### src/rtl/tick_sched_pkg.sv
// Shared definitions for the tick scheduler: FSM state encoding, command
// priority ordering, default divisor and processed-tick counter width.
// Optional feature macro: TICK_SCHED_CNT_EN (processed base-tick counter).
package tick_sched_pkg;

    // FSM states; the numeric values are visible on the state port
    typedef enum logic [1:0] {
        ST_IDLE  = 2'd0,
        ST_RUN   = 2'd1,
        ST_PAUSE = 2'd2,
        ST_STEP  = 2'd3
    } state_e;

    // Decoded command; a larger encoding means a higher priority
    typedef enum logic [1:0] {
        CMD_NONE  = 2'd0,
        CMD_RUN   = 2'd1,
        CMD_STEP  = 2'd2,
        CMD_PAUSE = 2'd3
    } cmd_e;

    localparam int DEF_DIV_VAL = 10;
    localparam int BASE_CNT_W  = 16;

    // Collapse simultaneous command pulses to one: pause > step > run
    function automatic cmd_e cmd_select(input logic pause, input logic step,
                                        input logic run);
        cmd_e c;
        if (pause) begin
            c = CMD_PAUSE;
        end else if (step) begin
            c = CMD_STEP;
        end else if (run) begin
            c = CMD_RUN;
        end else begin
            c = CMD_NONE;
        end
        return c;
    endfunction

endpackage

### src/rtl/tick_sched_chan.sv
// One scheduler channel: divisor register, modulo counter and registered
// one-cycle tick. A load restarts the channel from count 0 with the new
// divisor; if it lands on the old divisor's terminal count, the old tick
// still fires. A divisor of 0 disables the channel.
module tick_sched_chan
    import tick_sched_pkg::*;
#(
    parameter int W_DIV   = 8,
    parameter int DEF_DIV = DEF_DIV_VAL
) (
    input  logic             clk,
    input  logic             rst_n,
    input  logic             proc_tick,
    input  logic             load,
    input  logic [W_DIV-1:0] load_div,
    output logic             tick
);

    localparam logic [W_DIV-1:0] ZERO    = {W_DIV{1'b0}};
    localparam logic [W_DIV-1:0] ONE     = {{(W_DIV-1){1'b0}}, 1'b1};
    localparam logic [W_DIV-1:0] DEF_DIV_L = W_DIV'(DEF_DIV);

    logic [W_DIV-1:0] div_r;
    logic [W_DIV-1:0] cnt_r;
    logic             tick_r;

    logic [W_DIV-1:0] div_nxt_s;
    logic [W_DIV-1:0] cnt_nxt_s;
    logic             tick_nxt_s;
    logic             terminal_s;

    assign terminal_s = (div_r != ZERO) && (cnt_r == (div_r - ONE));

    // Next-state for counter, divisor and tick; a load overrides the count step
    always_comb begin
        div_nxt_s  = div_r;
        cnt_nxt_s  = cnt_r;
        tick_nxt_s = 1'b0;
        if (proc_tick) begin
            tick_nxt_s = terminal_s;
            if (div_r == ZERO) begin
                cnt_nxt_s = ZERO;
            end else if (terminal_s) begin
                cnt_nxt_s = ZERO;
            end else begin
                cnt_nxt_s = cnt_r + ONE;
            end
        end else begin
            cnt_nxt_s = cnt_r;
        end
        if (load) begin
            div_nxt_s = load_div;
            cnt_nxt_s = ZERO;
        end else begin
            div_nxt_s = div_r;
        end
    end

    // Channel state registers
    always_ff @(posedge clk or negedge rst_n) begin
        if (!rst_n) begin
            div_r  <= DEF_DIV_L;
            cnt_r  <= ZERO;
            tick_r <= 1'b0;
        end else begin
            div_r  <= div_nxt_s;
            cnt_r  <= cnt_nxt_s;
            tick_r <= tick_nxt_s;
        end
    end

    assign tick = tick_r;

endmodule

### src/rtl/tick_scheduler.sv
// Tick scheduler top: shares the base clock-enable ce_in among N_CH channels,
// each with its own divisor, behind a run/pause/single-step FSM. Owns the FSM
// and the single-slot configuration handshake.
// Optional feature macro: TICK_SCHED_CNT_EN -- when defined, base_cnt counts
// processed base ticks (wrapping); otherwise base_cnt is tied to zero.
module tick_scheduler
    import tick_sched_pkg::*;
#(
    parameter int N_CH    = 4,
    parameter int W_DIV   = 8,
    parameter int DEF_DIV = DEF_DIV_VAL
) (
    input  logic                  clk,
    input  logic                  rst_n,
    input  logic                  ce_in,
    input  logic                  cmd_run,
    input  logic                  cmd_pause,
    input  logic                  cmd_step,
    input  logic                  cfg_valid,
    output logic                  cfg_ready,
    input  logic [2:0]            cfg_ch,
    input  logic [W_DIV-1:0]      cfg_div,
    output logic [N_CH-1:0]       tick_out,
    output logic [1:0]            state,
    output logic [BASE_CNT_W-1:0] base_cnt
);

    state_e           state_r;
    cmd_e             cmd_s;
    logic             proc_tick_s;
    logic             accept_s;
    logic             apply_s;

    logic             pend_valid_r;
    logic [2:0]       pend_ch_r;
    logic [W_DIV-1:0] pend_div_r;
    logic             cfg_ready_r;

    assign cmd_s       = cmd_select(cmd_pause, cmd_step, cmd_run);
    // ce_in is qualified by the state before this cycle's transition
    assign proc_tick_s = ce_in & ((state_r == ST_RUN) | (state_r == ST_STEP));
    assign accept_s    = cfg_valid & cfg_ready_r;
    // While stopped the pending write lands immediately; while running it
    // waits for a processed tick so it aligns with the channel's time base
    assign apply_s     = pend_valid_r &
                         (proc_tick_s | (state_r == ST_IDLE) | (state_r == ST_PAUSE));

    // Run/pause/step FSM; STEP ignores commands until it has consumed one ce_in
    always_ff @(posedge clk or negedge rst_n) begin
        if (!rst_n) begin
            state_r <= ST_IDLE;
        end else begin
            case (state_r)
                ST_IDLE: begin
                    case (cmd_s)
                        CMD_STEP: state_r <= ST_STEP;
                        CMD_RUN:  state_r <= ST_RUN;
                        default:  state_r <= ST_IDLE;
                    endcase
                end
                ST_RUN: begin
                    case (cmd_s)
                        CMD_PAUSE: state_r <= ST_PAUSE;
                        CMD_STEP:  state_r <= ST_STEP;
                        default:   state_r <= ST_RUN;
                    endcase
                end
                ST_PAUSE: begin
                    case (cmd_s)
                        CMD_STEP: state_r <= ST_STEP;
                        CMD_RUN:  state_r <= ST_RUN;
                        default:  state_r <= ST_PAUSE;
                    endcase
                end
                ST_STEP: begin
                    if (ce_in) begin
                        state_r <= ST_PAUSE;
                    end else begin
                        state_r <= ST_STEP;
                    end
                end
                default: state_r <= ST_IDLE;
            endcase
        end
    end

    // Single pending config slot; ready is low exactly while a write is pending
    always_ff @(posedge clk or negedge rst_n) begin
        if (!rst_n) begin
            pend_valid_r <= 1'b0;
            pend_ch_r    <= 3'd0;
            pend_div_r   <= {W_DIV{1'b0}};
            cfg_ready_r  <= 1'b1;
        end else if (accept_s) begin
            pend_valid_r <= 1'b1;
            pend_ch_r    <= cfg_ch;
            pend_div_r   <= cfg_div;
            cfg_ready_r  <= 1'b0;
        end else if (apply_s) begin
            pend_valid_r <= 1'b0;
            cfg_ready_r  <= 1'b1;
        end else begin
            pend_valid_r <= pend_valid_r;
            cfg_ready_r  <= cfg_ready_r;
        end
    end

    assign cfg_ready = cfg_ready_r;
    assign state     = state_r;

    // Channel array; an out-of-range target index matches no channel and is dropped
    for (genvar i = 0; i < N_CH; i++) begin : g_chan
        logic load_s;
        assign load_s = apply_s & (pend_ch_r == 3'(i));

        tick_sched_chan #(
            .W_DIV   (W_DIV),
            .DEF_DIV (DEF_DIV)
        ) u_chan (
            .clk       (clk),
            .rst_n     (rst_n),
            .proc_tick (proc_tick_s),
            .load      (load_s),
            .load_div  (pend_div_r),
            .tick      (tick_out[i])
        );
    end

`ifdef TICK_SCHED_CNT_EN
    logic [BASE_CNT_W-1:0] base_cnt_r;

    // Processed base-tick counter, wraps at full scale
    always_ff @(posedge clk or negedge rst_n) begin
        if (!rst_n) begin
            base_cnt_r <= {BASE_CNT_W{1'b0}};
        end else if (proc_tick_s) begin
            base_cnt_r <= base_cnt_r + BASE_CNT_W'(1);
        end else begin
            base_cnt_r <= base_cnt_r;
        end
    end

    assign base_cnt = base_cnt_r;
`else
    assign base_cnt = {BASE_CNT_W{1'b0}};
`endif

endmodule

### config.mk
export PLATFORM = sky130hd
export DESIGN_NAME = tick_scheduler
export DESIGN_NICKNAME = d
export VERILOG_FILES = /design/src/rtl/tick_sched_pkg.sv /design/src/rtl/tick_sched_chan.sv /design/src/rtl/tick_scheduler.sv
export SDC_FILE = /design/constraint.sdc
export NUM_CORES = 1
export LEC_CHECK = 0
export BUFFER_PORTS_ARGS = -buffer_cell sky130_fd_sc_hd__buf_2
export CAP_MARGIN = 20
export CORE_MARGIN = 1
export CORE_UTILIZATION = 30
export DETAILED_ROUTE_END_ITERATION = 16
export SETUP_SLACK_MARGIN = 0.3
export SYNTH_ARGS = -nofsm -noshare
export SYNTH_HDL_FRONTEND = slang
export SYNTH_SLANG_ARGS = --single-unit
### constraint.sdc
create_clock -name clk -period 2.77 [get_ports clk]
set_input_delay 0.1385 -clock clk [delete_from_list [all_inputs] [get_ports clk]]
set_output_delay 0.1385 -clock clk [all_outputs]
set_load 0.01 [all_outputs]
### Yosys cells after proc, flatten, opt, wreduce, memory -nomap -nowiden

Index checks and enable logic that the tools add are counted.
Widths: inputs -> output; s select.

* input port bits: 18
* logic and storage cells: 99
* register bits after elaboration: 83

* bitwise gates (word level): 10
* muxes and demuxes: 32
* equality and inequality tests: 13
* $add $sub $neg: 8
* reductions and logical operators: 19

Operator list (count)
* $mux 8: 16
* $add 8x1->8 const B: 4
* $eq 8x8->1: 4
* $logic_not 8->1: 4
* $reduce_bool 8->1: 4
* $sub 8x1->8 const B: 4
* $pmux 2 s2: 3
* $mux 1: 10
* $reduce_bool 2->1: 5
* $eq 2x2->1 const B: 4
* $pmux 2 s4: 1
* $and 1x1->1: 7
* $eq 3x2->1 const B: 2
* $eq 2x1->1 const B: 2
* $logic_and 1x1->1: 4
* $mux 2: 2
* $eq 3x1->1 const B: 1
* $logic_not 3->1: 1
* $or 1x1->1: 3
* $logic_not 2->1: 1

### Logic depth before layout (Yosys ltp)

* depth after elaboration: 8
* mapped depth: 9

### Cells and area by module

From an unflattened synthesis, not the netlist that was laid out.

* cell total of the unflattened synthesis: 461
* area total of the unflattened synthesis: 5024.8 sq um

By module, submodules not included
* tick_sched_chan: seq. area each 427.9 sq um, area an instance 1034.7 sq um, cells each 97, times used 4
* tick_scheduler: seq. area each 376.6 sq um, area an instance 885.8 sq um, cells each 73, times used 1

### Worst setup path before layout

Ideal clock, no wire load.

* path type: reg-to-reg
* from: register g_chan[2].u_chan.div_r[0]
* to: register g_chan[2].u_chan.cnt_r[2]
* required time: 2.640 ns
* stages on the path, launching flop included: 8
* setup slack: 0.506 ns
* path buffers: 1
* setup time: 0.130 ns
* data arrival time: 2.134 ns
* cell sequence: dfrtp_1 > or4_1 > or3_1 > a2111oi_2 > nand4_1 > buf_6 > a31oi_1 > mux2i_1

* longest elaborated chain between the ends: 7
* elaborated cells between the ends (all ways): 9
* those cells by class: add/sub: 1; eq/ne: 1; mux: 4; reduce/logical: 3

RTL lines
* from (decl): line tick_sched_chan.sv:23 `logic [W_DIV-1:0] div_r;`
* from (signal assigned): line tick_sched_chan.sv:66 `div_r <= div_nxt_s;`
* $sub 8x1->8: line tick_sched_chan.sv:32 `assign terminal_s = (div_r != ZERO) && (cnt_r == (div_r - ONE));`
* $eq 8x8->1: line tick_sched_chan.sv:32
* $logic_and 1x1->1: line tick_sched_chan.sv:32
* $mux 8: line tick_sched_chan.sv:43 `end else if (terminal_s) begin`
* $mux 8 (*): line tick_sched_chan.sv:41 `if (div_r == ZERO) begin`
* $mux 8 (*): line tick_sched_chan.sv:39 `if (proc_tick) begin`
* $mux 8 (*): line tick_sched_chan.sv:51 `if (load) begin`
* to (signal assigned): line tick_sched_chan.sv:67 `cnt_r <= cnt_nxt_s;`
* to (decl): line tick_sched_chan.sv:24 `logic [W_DIV-1:0] cnt_r;`

Mark *: on every way between the ends. The rest lies on a longest branch, timed or not. The select of a mux whose other input is x is not followed.
A chain may end at the register's enable or synchronous reset.

### Final worst setup path

Same ends and word-level chain as after synthesis.

==> impl_results.md <==
* Status: finished, final reports clean
* Area Growth Syn to Fin at 13.3%
* Total GRT Usage at approximately 13%
* # clock sinks at 83
* Most used routing layer: met2
* Clock root buffer: clkbuf_16
* Max incr delay on CP at around 0.54 ns
* Grt met2 use at roughly 23%
* EDFF count, synth at 0
* DR WL/cell at about 14 um
* Initial DRC count at between 300 and 400
* Vias post-DR at around 3.8k
* Register area share after synthesis at a little over two fifths
* Die width at between 100 and 150 um
* Largest net degree at the start of global routing at 84
* Final #Nets at 577
* Area of the core at roughly 0.016 mm2
* Setup violators final at 0
* Final period utilization at a little under nine tenths
* CTS tree: yes
* RSZ-0062 raised after global routing: no
* CP delay by family, top: simple AND/OR/NAND/NOR gates
* Worst reg-to-reg path cell count at 7
* WP data arrival at ~2.6 ns
* GRT overflow at 0
* Initial core utilization at around 31%
* Max Buffers Root-to-Sink at 2
* Vias in the first global route at 3685
* Crit-path cells: or4_1, or3_4, a2111oi_2, nand4_1, buf_4, a31oi_1, mux2i_1
* Max Clock Skew at approximately 0.0090 ns
* Vias/cell at ~5.0
* HP Class: input pin to flop
* Overall Power at ~3.2 mW
* Placer Congestion at ~0.80
* Static leakage at between 2 and 2.5 nW
* Synth warn at 0
* Count leader, synth: dfrtp_1
* Die height at 130 um
* Fraction of synthesis flops using an asynchronous set or reset pin at 100%
* Setup WS pre-CTS at about 0.30 ns
* Hold Slack at 0.0376 ns
* Clock Latency Late Sink at approximately 0.33 ns
* Remaining antenna violation count at 0
* Ports at 41
* Seq cells post-synth at 83
* Layout cells sized above 1 at approximately 20%
* Final setup margin at slightly below 0.4 ns
* Die Footprint at ~0.017 mm2
* Routed WL at roughly 11 mm
* PwrDens at 567 mW/mm2
* Reg2reg start: g_chan[2].u_chan.div_r[0]$_DFFE_PN0P_
* Synth top area cells: dfrtp_1 38%, mux2_2 8.2%, xnor2_1 5.3%
* DRT Pass-1 Iters at 4
* Cells after Synth at between 500 and 600
* R2r setup slk at about 0.39 ns
* WP depth at 7
* DRC viols at 0
* Critical path origin: g_chan[2].u_chan.div_r[0]$_DFFE_PN0P_
* CP Capture Point: g_chan[2].u_chan.cnt_r[2]$_DFFE_PN0P_
* Worst-path clk slew at about 0.070 ns
* Period minus WS final at 2.38 ns
* Top cell type's share of synthesized area at between 30% and 40%
* Slew Limit Fails at 0
* First-pass GRT wire length at between 15 and 20 mm
* Max Cap Violations at 0
* Worst-path maximum fanout at 11
* Slew @ Worst Pin at 0.782 ns
* Worst R2R End: g_chan[2].u_chan.cnt_r[2]$_DFFE_PN0P_
* Critical path capture point type: flop
* Fillers at between 1.5k and 2k
* Synthesized area at ~0.0049 mm2
* # rows at 46
* Worst Path Buf+Inv at 1
* Slowest library cell on the worst path: or4_1
* Met3 Track Usage GR at 2.58%
* Met1 Usage GRT at between 10% and 20%
* FMAX at 0.421 GHz
* Num CTS Buffers at 9
* Cell taking the most area after synthesis: dfrtp_1
* Initial antenna violation count at 0
* Crit start category: flop
* CTS HTree Levels at 3
* # diodes at 0
* Post-synth cell types at 54
* Post-DP HPWL at around 7.6 mm
* CP required at just under 3 ns
* Syn avg cell area at approximately 9.5 um2
* Max-slew headroom at 47.7%
* Max IR drop VDD at approximately 0.3 mV
* CP Class: flop to flop
* Final hold vios at 0
* Top FF cell, synth: dfrtp_1
* PortBufs at 24
* Synth top cells by count: 74 x dfrtp_1, 58 x nand2_1, 36 x mux2_2, 36 x o21ai_0, 30 x xnor2_1
* Setup TNS at 0 ns
* Hold wc startpoint: cfg_div[7]
sequential cells by signal, summed over array words and instances (netlist names):
name and count:
pend_ch_r 3, state 2, pend_valid_r 1, g_chan.u_chan.tick 4, g_chan.u_chan.div_r 32, g_chan.u_chan.cnt_r 32
cfg_ready 1, pend_div_r 8
worst min-delay path by stage:
| stage | endpoint | slack [ns] | cells after the start |
|---|---|---|---|
| 2_1_floorplan | g_chan[0].u_chan.cnt_r[0]$_DFFE_PN0P_ | -0.16 | 0 |
| 3_3_place_gp | cfg_ready$_DFFE_PN1P_ | 0.30 | 2 |
| 3_5_place_dp | cfg_ready$_DFFE_PN1P_ | 0.31 | 2 |
| 4_1_cts | pend_div_r[3]$_DFFE_PN0P_ | 0.03 | 2 |
| 5_1_grt | pend_div_r[3]$_DFFE_PN0P_ | 0.03 | 2 |
| 6_report | pend_div_r[7]$_DFFE_PN0P_ | 0.04 | 2 |
logic make-up (layout without fill, tap and decap cells):
| group | after synthesis | after routing | synth area share (%) |
|---|---|---|---|
| DFF | 83 | 83 | 42.4 |
| other | 1 | 16 | 0.0761 |
| xor gates and xnor gates | 40 | 40 | 7.11 |
| muxes | 43 | 43 | 9.64 |
| buffers and inverters | 64 | 79 | 6.55 |
| adders and majority gates | 15 | 15 | 3.81 |
| AOI/OAI and AO/OA | 90 | 90 | 11.9 |
| and+or+nand+nor | 183 | 183 | 18.6 |
stage by stage:
step / area [um2] / std cells / utilization (%)
2_1_floorplan: 4990 / 534 / -
3_3_place_gp: 5220 / 745 / 32.8
3_5_place_dp: 5220 / 745 / 32.8
4_1_cts: 5520 / 762 / 34.6
5_1_grt: 5580 / 765 / 35.0
6_report: 5580 / 765 / 35.0
placed cells by master, fill, tap and decap left out, types with 3 or more instances in the layout:
cell       count
a211o_1        3
a21oi_1        4
a31oi_1       11
and3_1         8
buf_2         23
buf_4         10
clkbuf_16      9
conb_1        16
dfrtp_1       73
dfstp_2        9
ha_1          15
inv_1         27
mux2_2        36
mux2i_1        7
nand2_1       58
nand2b_1       8
nand3_1       26
nand3b_1       3
nand4_1       11
nor2_1        23
nor2b_1        5
nor3_1        15
nor3b_1        4
nor4_1         5
o211ai_1      14
o21ai_0       36
o22ai_1        3
or2_2          4
xnor2_1       30
xor2_1        10
timing repair:
item	4_1_cts	5_1_grt
resized for setup	0	5
hold buffers	1	1
setup buffers	0	1
endpoints found under the hold margin	1	16
endpoints found under the setup margin	0	25
power breakdown:
part / leakage [nW] / internal (mW) / switching, mW / total, mW
Sequential: 1.09 / 1.30 / 0.159 / 1.46
Clock: 0.139 / 0.655 / 0.476 / 1.13
Combinational: 1.23 / 0.252 / 0.318 / 0.570
cell type report:
class / instances / area [um2] / area share [%]
sequential: 83 / 2090 / 37.4
clock inverter: 4 / 26.3 / 0.471
clock buffer: 12 / 256 / 4.59
timing repair buffer: 36 / 238 / 4.26
tap: 216 / 270 / 4.84
multi-input combinational: 387 / 2600 / 46.6
inverter: 27 / 101 / 1.81
routing by layer:
layer  share of wire [%]  up-vias  wire (um)
met5                   0        -          0
met4                 1.5        0        160
met3                 3.1       11        328
met2                  50       61       5370
met1                  45     1896       4850
li1                    -     1857          -
No activity file was read; power rests on OpenSTA's default activity.
